$ cat src/rtl/game_pkg.sv
// game_pkg: shared game-state, phase and move-direction encodings
package game_pkg;
    typedef enum logic [2:0] {
        GS_IDLE  = 3'd0,
        GS_RUN   = 3'd1,
        GS_OVER  = 3'd2,
        GS_ERR   = 3'd3,
        GS_PAUSE = 3'd4
    } game_state_e;
    // PH_WAIT is the sequencer idle slot between ticks; it never reaches phase_id
    typedef enum logic [2:0] {
        PH_PHYS   = 3'd0,
        PH_COLL   = 3'd1,
        PH_VIEW   = 3'd2,
        PH_RENDER = 3'd3,
        PH_WAIT   = 3'd4
    } phase_e;
    localparam logic [1:0] MOVE_NONE  = 2'b00;
    localparam logic [1:0] MOVE_LEFT  = 2'b01;
    localparam logic [1:0] MOVE_RIGHT = 2'b10;
    function automatic logic [1:0] move_enc(input logic l, input logic r);
        return (l && !r) ? MOVE_LEFT : (r && !l) ? MOVE_RIGHT : MOVE_NONE;
    endfunction
endpackage

$ cat src/rtl/game_tick_gen.sv
// game_tick_gen: physics tick divider
// Ports: clk, reset (sync, active-high); en advances the counter, clr zeroes it;
//        tick_pulse is high on the cycle the counter wraps from TICK_DIV-1.
module game_tick_gen #(
    parameter int TICK_DIV = 4
) (
    input  logic clk,
    input  logic reset,
    input  logic en,
    input  logic clr,
    output logic tick_pulse
);
    localparam int CW = TICK_DIV > 1 ? $clog2(TICK_DIV) : 1;
    localparam logic [CW-1:0] LAST = CW'(TICK_DIV - 1);
    logic [CW-1:0] cnt_q, cnt_d;
    always_comb begin
        tick_pulse = en && cnt_q == LAST;
        cnt_d = clr ? '0 : !en ? cnt_q : tick_pulse ? '0 : cnt_q + 1'b1;
    end
    always_ff @(posedge clk) cnt_q <= reset ? '0 : cnt_d;
endmodule

$ cat src/rtl/game_controller.sv
// game_controller: top game FSM sequencing physics/collision/view/render phases
// Ports: clk, reset (sync, active-high); btn_left/right/start player buttons;
//        phase_req/phase_id/phase_done phase handshake; doodle_y/min_y heights;
//        move_dir latched intent; score best min_y; game_state; frame_strobe.
// Build option: GAME_CONTROLLER_PAUSE_EN enables start-button pause in RUN.
// Assumes COORD_W >= SCORE_W; height comparisons are unsigned.
module game_controller
    import game_pkg::*;
#(
    parameter int TICK_DIV      = 4,
    parameter int COORD_W       = 32,
    parameter int SCORE_W       = 16,
    parameter int PHASE_TIMEOUT = 255
) (
    input  logic               clk,
    input  logic               reset,
    input  logic               btn_left,
    input  logic               btn_right,
    input  logic               btn_start,
    output logic               phase_req,
    output logic [2:0]         phase_id,
    input  logic               phase_done,
    output logic [1:0]         move_dir,
    input  logic [COORD_W-1:0] doodle_y,
    input  logic [COORD_W-1:0] min_y,
    output logic [SCORE_W-1:0] score,
    output logic [2:0]         game_state,
    output logic               frame_strobe
);
    localparam int TW = $clog2(PHASE_TIMEOUT + 2);
    game_state_e state_q, state_d;
    phase_e phase_q, phase_d;
    logic phase_req_q, phase_req_d, frame_strobe_q, frame_strobe_d;
    logic overrun_q, overrun_d, start_prev_q, start_edge, done_ok, tick_pulse;
    logic [2:0] phase_id_q, phase_id_d;
    logic [1:0] move_dir_q, move_dir_d;
    logic [SCORE_W-1:0] score_q, score_d, min_sat;
    logic [TW-1:0] timeout_q, timeout_d;
`ifdef GAME_CONTROLLER_PAUSE_EN
    logic pause_pend_q, pause_pend_d;
`endif
    game_tick_gen #(.TICK_DIV(TICK_DIV)) u_tick (
        .clk(clk),
        .reset(reset),
        .en(state_q == GS_RUN),
        .clr(state_q == GS_IDLE && start_edge),
        .tick_pulse(tick_pulse)
    );
    always_comb begin
        start_edge = btn_start && !start_prev_q;
        done_ok = phase_req_q && phase_done;
        // heights above the score range clamp to all-ones instead of wrapping
        min_sat = (|(min_y >> SCORE_W)) ? '1 : min_y[SCORE_W-1:0];
        state_d = state_q;
        phase_d = phase_q;
        phase_req_d = 1'b0;
        phase_id_d = phase_id_q;
        move_dir_d = move_dir_q;
        score_d = score_q;
        frame_strobe_d = 1'b0;
        timeout_d = '0;
        overrun_d = overrun_q;
`ifdef GAME_CONTROLLER_PAUSE_EN
        pause_pend_d = pause_pend_q;
`endif
        case (state_q)
            GS_IDLE: if (start_edge) begin
                state_d = GS_RUN;
                score_d = '0;
                phase_d = PH_WAIT;
            end
            GS_RUN: if (phase_q == PH_WAIT) begin
`ifdef GAME_CONTROLLER_PAUSE_EN
                if (pause_pend_q || start_edge) begin
                    state_d = GS_PAUSE;
                    pause_pend_d = 1'b0;
                end else
`endif
                if (tick_pulse) begin
                    phase_d = PH_PHYS;
                    phase_id_d = PH_PHYS;
                    move_dir_d = move_enc(btn_left, btn_right);
                end
            end else begin
`ifdef GAME_CONTROLLER_PAUSE_EN
                if (start_edge) pause_pend_d = 1'b1;
`endif
                if (tick_pulse) overrun_d = 1'b1;
                if (done_ok) begin
                    if (phase_q == PH_VIEW) score_d = min_sat > score_q ? min_sat : score_q;
                    if (phase_q == PH_RENDER) begin
                        phase_d = PH_WAIT;
                        frame_strobe_d = 1'b1;
                    end else if (phase_q == PH_VIEW && doodle_y < min_y) begin
                        state_d = GS_OVER;
                        phase_d = PH_WAIT;
                    end else begin
                        phase_d = phase_e'(phase_q + 3'd1);
                        phase_id_d = phase_d;
                    end
                end else if (phase_req_q && timeout_q >= TW'(PHASE_TIMEOUT)) begin
                    state_d = GS_ERR;
                    phase_d = PH_WAIT;
                end else begin
                    // request is held low on the entry cycle, so it rises one cycle later
                    phase_req_d = 1'b1;
                    timeout_d = phase_req_q ? timeout_q + 1'b1 : '0;
                end
            end
`ifdef GAME_CONTROLLER_PAUSE_EN
            GS_PAUSE: if (start_edge) state_d = GS_RUN;
`endif
            GS_OVER: if (start_edge) state_d = GS_IDLE;
            default: ;
        endcase
    end
    always_ff @(posedge clk) begin
        if (reset) begin
            state_q <= GS_IDLE;
            phase_q <= PH_WAIT;
            phase_req_q <= 1'b0;
            phase_id_q <= 3'd0;
            move_dir_q <= MOVE_NONE;
            score_q <= '0;
            frame_strobe_q <= 1'b0;
            timeout_q <= '0;
            overrun_q <= 1'b0;
            start_prev_q <= 1'b0;
`ifdef GAME_CONTROLLER_PAUSE_EN
            pause_pend_q <= 1'b0;
`endif
        end else begin
            state_q <= state_d;
            phase_q <= phase_d;
            phase_req_q <= phase_req_d;
            phase_id_q <= phase_id_d;
            move_dir_q <= move_dir_d;
            score_q <= score_d;
            frame_strobe_q <= frame_strobe_d;
            timeout_q <= timeout_d;
            overrun_q <= overrun_d;
            start_prev_q <= btn_start;
`ifdef GAME_CONTROLLER_PAUSE_EN
            pause_pend_q <= pause_pend_d;
`endif
        end
    end
    assign phase_req = phase_req_q;
    assign phase_id = phase_id_q;
    assign move_dir = move_dir_q;
    assign score = score_q;
    assign game_state = state_q;
    assign frame_strobe = frame_strobe_q;
endmodule

$ cat config.mk
export PLATFORM = sky130hd
export DESIGN_NAME = game_controller
export DESIGN_NICKNAME = d
export VERILOG_FILES = /design/src/rtl/game_pkg.sv /design/src/rtl/game_tick_gen.sv /design/src/rtl/game_controller.sv
export SDC_FILE = /design/constraint.sdc
export NUM_CORES = 1
export LEC_CHECK = 0
export CORE_MARGIN = 5
export CORE_UTILIZATION = 52
export CTS_CLUSTER_SIZE = 40
export DETAILED_ROUTE_END_ITERATION = 12
export PLACE_DENSITY = 0.84
export SLEW_MARGIN = 15
export SYNTH_ARGS = -nofsm -noshare
export SYNTH_HDL_FRONTEND = slang
export SYNTH_SLANG_ARGS = --single-unit
$ cat constraint.sdc
create_clock -name clk -period 9.1 [get_ports clk]
set_input_delay 2.73 -clock clk [delete_from_list [all_inputs] [get_ports clk]]
set_output_delay 2.73 -clock clk [all_outputs]
set_load 0.02 [all_outputs]
==> qor.yml, run 1 <==
run_status:
  status: "finished, final reports clean"
detailed_routing:
  via_per_inst: 5.377
  drt_first_pass_iters: 4
  drt_iter0_drc: 90
  ant_nets: 0
  drc: 0
  maxUsedRoutingLayer: "met4"
  dr_total_vias: 2995
  wl_met3_um: 462
  routed_wl_um: 7841
  route.detailed.wl_per_inst_um: 14.08
  routed-wl-met2_um: 4047
  wl_met1_um: 3166
synthesis:
  synth_cell_types: 51
  synth_area_um2: 3162
  yosysWarnings: 0
  synth_edf_count: 0
  muxShareOfSynthArea_pct: 6.806
  synth_ff_type: "dfxtp_1"
  ys_seq_area_share_pct: 25.33
  netlist_instances: 388
  synth_simple_gate_area_share_pct: 22.36
  synth_area_per_cell_um2: 8.149
  synth-xor-area-share_pct: 1.662
  yosysTopAreaCell: "dfxtp_1"
  netlist_top_cells_area: "dfxtp_1 25%, ha_1 21%, mux2i_1 6.3%"
  async_reset_ff_share_pct: 0
  synth_compound_area_share_pct: 14.17
  ys_top_cells_by_count: "54 x ha_1, 53 x inv_1, 49 x nand2_1"
  synth_nets: 512
  ys_ff_latch: 40
  synth_top_family_by_area: "simple AND/OR/NAND/NOR gates"
  synth_top_area_share_pct: 25.33
  synth.most_common_cell: "ha_1"
  synth-adder-area-share_pct: 21.37
worst_setup_path:
  cp_cell_sequence: "clkdlybuf4s50_1, nor4_1, nand4_1, nand2b_1, ha_1, a21oi_1, o22ai_1, nor3_1, o21ai_0, o311ai_4, mux2i_1"
  startpoint_type: "input pin"
  cp_max_fo: 17
  arrival_ns: 6.53
  critPathSlowestCell: "o311ai_4"
  crit_type: "input pin to register"
  reg2reg_slack_ns: 6.51
  crit_path_end_kind: "register"
  worstPathRequired_ns: 9.32
  critPathMaxStageDelay_ns: 0.94
cells_and_area:
  drive_gt1_share_pct: 4.149
  regArea_um2: 800.8
  n_antenna_cell: 0
  nFillCells: 485
  multi_input_comb_area_um2: 2102
  nets: 605
  area_growth_syn_to_layout_pct: 34.78
global_route:
  grt_usage_pct: 21.24
  grt_max_degree: 20
  grt_pass1_vias: 2962
  grt_remaining_overflow: 0
  grt_antenna_before_repair: 0
  grt_pass1_wl_um: 13070
pwr:
  peakVddDrop_uv: 63.64
  total_power_uw: 418.8
  p_leak_nw: 1.918
  powerDensity_nw_per_um2: 98.27
timing:
  setup_violations: 0
  hold_ws_ns: 0.4730
  max_freq_mhz: 158.5
  rsz0062_at_grt: "no"
  layout_min_cycle_time_ns: 6.309
  slew_headroom_pct: 26.95
  worst_pin_slew_ns: 1.092
  slew_viol_final: 0
  period_share_pct: 69.32
  finalHoldViolCount: 0
  fin_tns_setup_ns: 0
  skew_ns: 0.003873
clock_network:
  cts.sinks: 40
  clk_latency_ns: 0.30
  cts_resized: 0
  cts_post_setup_buffers_inserted: 0
  cts.clk_slew.worst_paths_ns: 0.08
  htree_num_levels: 2
  cts_buffers: 5
  cts_tree: "built"
  cts_buffer_depth: 2
  cts_hold_buffers: 0
  cts-root-buf: "clkbuf_8"
floorplanning:
  die_area_um2: 7740
  die_y_um: 87.98
  initial_core_util_pct: 53.40
  ios: 96
  rows: 28
  die_x_um: 87.98
  core_um2: 5921
placed_design:
  dpl.hpwl_um: 6317
  port_buffers: 94
  gp_congestion: 0.8662
worst_hold_path:
  hold_class: "register to register"
job:
  cap_violations: 0
stage by stage:
| step | setup slack [ns] | cells | instance area, µm² | utilization [%] |
|---|---|---|---|---|
| 2_1_floorplan | 3.901 | 388 | 3162 | - |
| 3_3_place_gp | 2.704 | 549 | 4140 | 69.93 |
| 3_5_place_dp | 2.475 | 549 | 4140 | 69.93 |
| 4_1_cts | 2.783 | 557 | 4262 | 71.98 |
| 5_1_grt | 2.451 | 557 | 4262 | 71.98 |
| 6_report | 2.791 | 557 | 4262 | 71.98 |
cell families (layout without fill, tap and decap cells):
group	after synthesis	after routing
mux	21	21
buf+inv	62	156
flops	40	40
simple gates	141	141
other cells	1	1
fa+ha+maj	54	54
xor+xnor	6	6
compound gates	63	63
sequential cells by signal (all words and copies together) (netlist names):
signal / count
start_prev_q: 1
phase_q: 3
move_dir: 2
phase_id: 3
u_tick.cnt_q: 2
game_state: 2
score: 16
phase_req: 1
frame_strobe: 1
timeout_q: 9
power breakdown:
part | leakage [nW] | switching (mW) | internal, mW | total [mW]
Sequential | 0.323 | 0.00155 | 0.176 | 0.178
Combinational | 1.53 | 0.0371 | 0.0470 | 0.0841
Clock | 0.0614 | 0.0672 | 0.0897 | 0.157
Total | 1.92 | 0.106 | 0.313 | 0.419
final timing paths:
path	startpoint	endpoint	cells after the start
hold / removal	phase_id[0]	phase_id[0]	2
setup / recovery	min_y[27]	score[9]	11
hold reg to reg	phase_id[0]	phase_id[0]	2
setup reg to reg	score[9]	score[9]	8
critical path: cells and delay by family:
family	cells	cell delay (ns)
AO/OA/AOI/OAI	4	1.36
adder cells (fa/ha/maj)	1	0.30
buffers and inverters	1	0.42
multiplexers	1	0.30
AND/OR/NAND/NOR	4	1.42
layer usage:
metal  GRT usage (%)  vias up
met3           4.798       14
met4           7.531        0
met5               0        -
met1           24.29     1369
met2           38.49       83
li1                -     1529
final cells by class:
type	instances	area share, %
clock buffer	6	1.938
clock inverter	2	0.9102
inverter	54	4.756
multi-input combinational	286	49.32
sequential	40	18.79
tap	75	2.202
timing repair buffer	94	22.08
cells in the final DEF, fill, tap and decap left out, types with 2 or more instances in the layout:
cell / instances
xnor2_1: 3
o211ai_1: 2
nor2b_1: 4
mux2i_1: 20
inv_1: 53
dfxtp_1: 40
a211oi_1: 3
a21oi_1: 23
xor2_1: 3
nor2_1: 24
nor4_1: 5
and3_1: 5
clkbuf_8: 6
clkdlybuf4s50_1: 94
nand4_1: 9
o21ai_0: 14
nor3b_1: 2
nand2_1: 49
nor3_1: 9
ha_1: 54
nand3_1: 9
a21o_1: 6
nand2b_1: 18
(Power assumes the default switching activity.)
==> run 2, diff against run 1 <==
Settings changed: CORE_UTILIZATION 52 to 43, PLACE_DENSITY 0.84 to 0.74.
Clock period 9.1 ns to 5.15 ns, I/O delays scaled along.
==> qor.yml, run 2 (synthesis results as in run 1) <==
run_status:
  status: "finished, final reports clean"
floorplanning:
  core_um2: 7214
  die_area_um2: 9168
  initial_core_util_pct: 43.83
  rows: 31
  die_x_um: 95.75
  die_y_um: 95.75
  ios: 96
detailed_routing:
  via_per_inst: 5.127
  route.detailed.wl_per_inst_um: 13.02
  routed_wl_um: 7606
  drt_iter0_drc: 59
  ant_nets: 0
  drt_first_pass_iters: 4
  dr_total_vias: 2994
  drc: 0
timing:
  max_freq_mhz: 226.8
  worst_pin_slew_ns: 1.141
  setup_violations: 0
  layout_min_cycle_time_ns: 4.409
  rsz0062_at_grt: "no"
  finalHoldViolCount: 0
  fin_tns_setup_ns: 0
  period_share_pct: 85.62
  skew_ns: 0.009456
  slew_viol_final: 0
  slew_headroom_pct: 23.68
global_route:
  grt_pass1_vias: 2993
  grt_remaining_overflow: 0
  grt_usage_pct: 16.89
  grt_max_degree: 20
  grt_pass1_wl_um: 12460
  grt_antenna_before_repair: 0
clock_network:
  cts_tree: "built"
  cts-root-buf: "clkbuf_8"
  cts_post_setup_buffers_inserted: 0
  clk_latency_ns: 0.30
  htree_num_levels: 2
  cts_hold_buffers: 0
  cts_buffers: 5
  cts_resized: 0
  cts.sinks: 40
  cts.clk_slew.worst_paths_ns: 0.08
  cts_buffer_depth: 2
worst_setup_path:
  worstPathRequired_ns: 5.38
  critPathMaxStageDelay_ns: 0.47
  crit_type: "input pin to register"
  reg2reg_slack_ns: 2.75
  arrival_ns: 4.64
  cp_max_fo: 17
  critPathSlowestCell: "o311ai_4"
  startpoint_type: "input pin"
  crit_path_end_kind: "register"
  cp_cell_sequence: "clkdlybuf4s50_1, nor4_1, nand4_1, buf_4, nand2b_1, ha_1, a21oi_1, o22ai_1, nor3_1, o21ai_0, o311ai_4, buf_4, mux2i_1"
  cp_common_cell: "buf_4"
cells_and_area:
  drive_gt1_share_pct: 4.742
  nFillCells: 671
  area_growth_syn_to_layout_pct: 36.25
  largest_reg_flops: 16
  final_cell_mix: "94 x clkdlybuf4s50_1, 54 x ha_1, 53 x inv_1"
  regArea_um2: 800.8
  multi_input_comb_area_um2: 2102
  n_antenna_cell: 0
  nets: 608
  final_common_cell: "clkdlybuf4s50_1"
pwr:
  total_power_uw: 730.6
  peakVddDrop_uv: 113.7
  powerDensity_nw_per_um2: 169.6
  p_leak_nw: 1.923
job:
  cap_violations: 0
worst_hold_path:
  hold_class: "register to register"
placed_design:
  gp_congestion: 0.8532
  dpl.hpwl_um: 6463
  port_buffers: 94
==> run 2: cell count changes in the layout (fill, tap and decap cells not counted) <==
| cell | delta |
|---|---|
| clkinvlp_4 | +1 |
| clkbuf_8 | -1 |
| clkinv_4 | -1 |
| inv_6 | +1 |
| buf_4 | +3 |
==> run 2: worst paths after layout <==
check / to / from / cells past startpoint
setup reg to reg: game_state[0] / timeout_q[0] / 9
hold reg to reg: phase_id[1] / phase_id[1] / 2
hold / removal: phase_id[1] / phase_id[1] / 2
setup / recovery: score[14] / min_y[24] / 13
==> run 2: critical path, delay by kind of cell <==
| family | cells | cell delay (ns) |
|---|---|---|
| adders and majority gates | 1 | 0.29 |
| muxes | 1 | 0.19 |
| AOI/OAI and AO/OA | 4 | 0.91 |
| buffers and inverters | 3 | 0.88 |
| and+or+nand+nor | 4 | 0.80 |
==> run 2: area by class of cell <==
cell class	instances	area share, %
Multi-Input combinational cell	286	48.79
Timing Repair Buffer	97	22.36
Sequential cell	40	18.59
Inverter	54	4.705
Tap cell	99	2.875
Clock buffer	5	1.597
Clock inverter	3	1.075
==> run 2: power breakdown <==
| part | switching [mW] | total (mW) | internal (mW) |
|---|---|---|---|
| clock network | 0.122 | 0.268 | 0.146 |
| logic | 0.0648 | 0.148 | 0.0831 |
| registers | 0.00287 | 0.314 | 0.311 |
| total | 0.190 | 0.731 | 0.541 |
==> run 2: per-stage QoR <==
| step | util, % | area [µm²] | setup slack, ns | std cells | hold WS, ns |
|---|---|---|---|---|---|
| global route | 59.71 | 4308 | 0.5631 | 584 | 0.5039 |
| detailed placement | 58.12 | 4193 | 0.4026 | 576 | 0.4672 |
| CTS | 59.71 | 4308 | 0.7297 | 584 | 0.4793 |
| finish | 59.71 | 4308 | 0.7406 | 584 | 0.4676 |
| floorplan | - | 3162 | 1.136 | 388 | 0.4415 |
| global placement | 58.12 | 4193 | 0.4718 | 576 | 0.4518 |
==> run 2: layer usage <==
metal	global-route usage, %	vias up	share of wire (%)
li1	-	1529	-
met1	18.79	1365	41
met2	30.75	79	50
met3	3.362	21	5.7
met4	7.701	0	3.1
met5	0	-	0
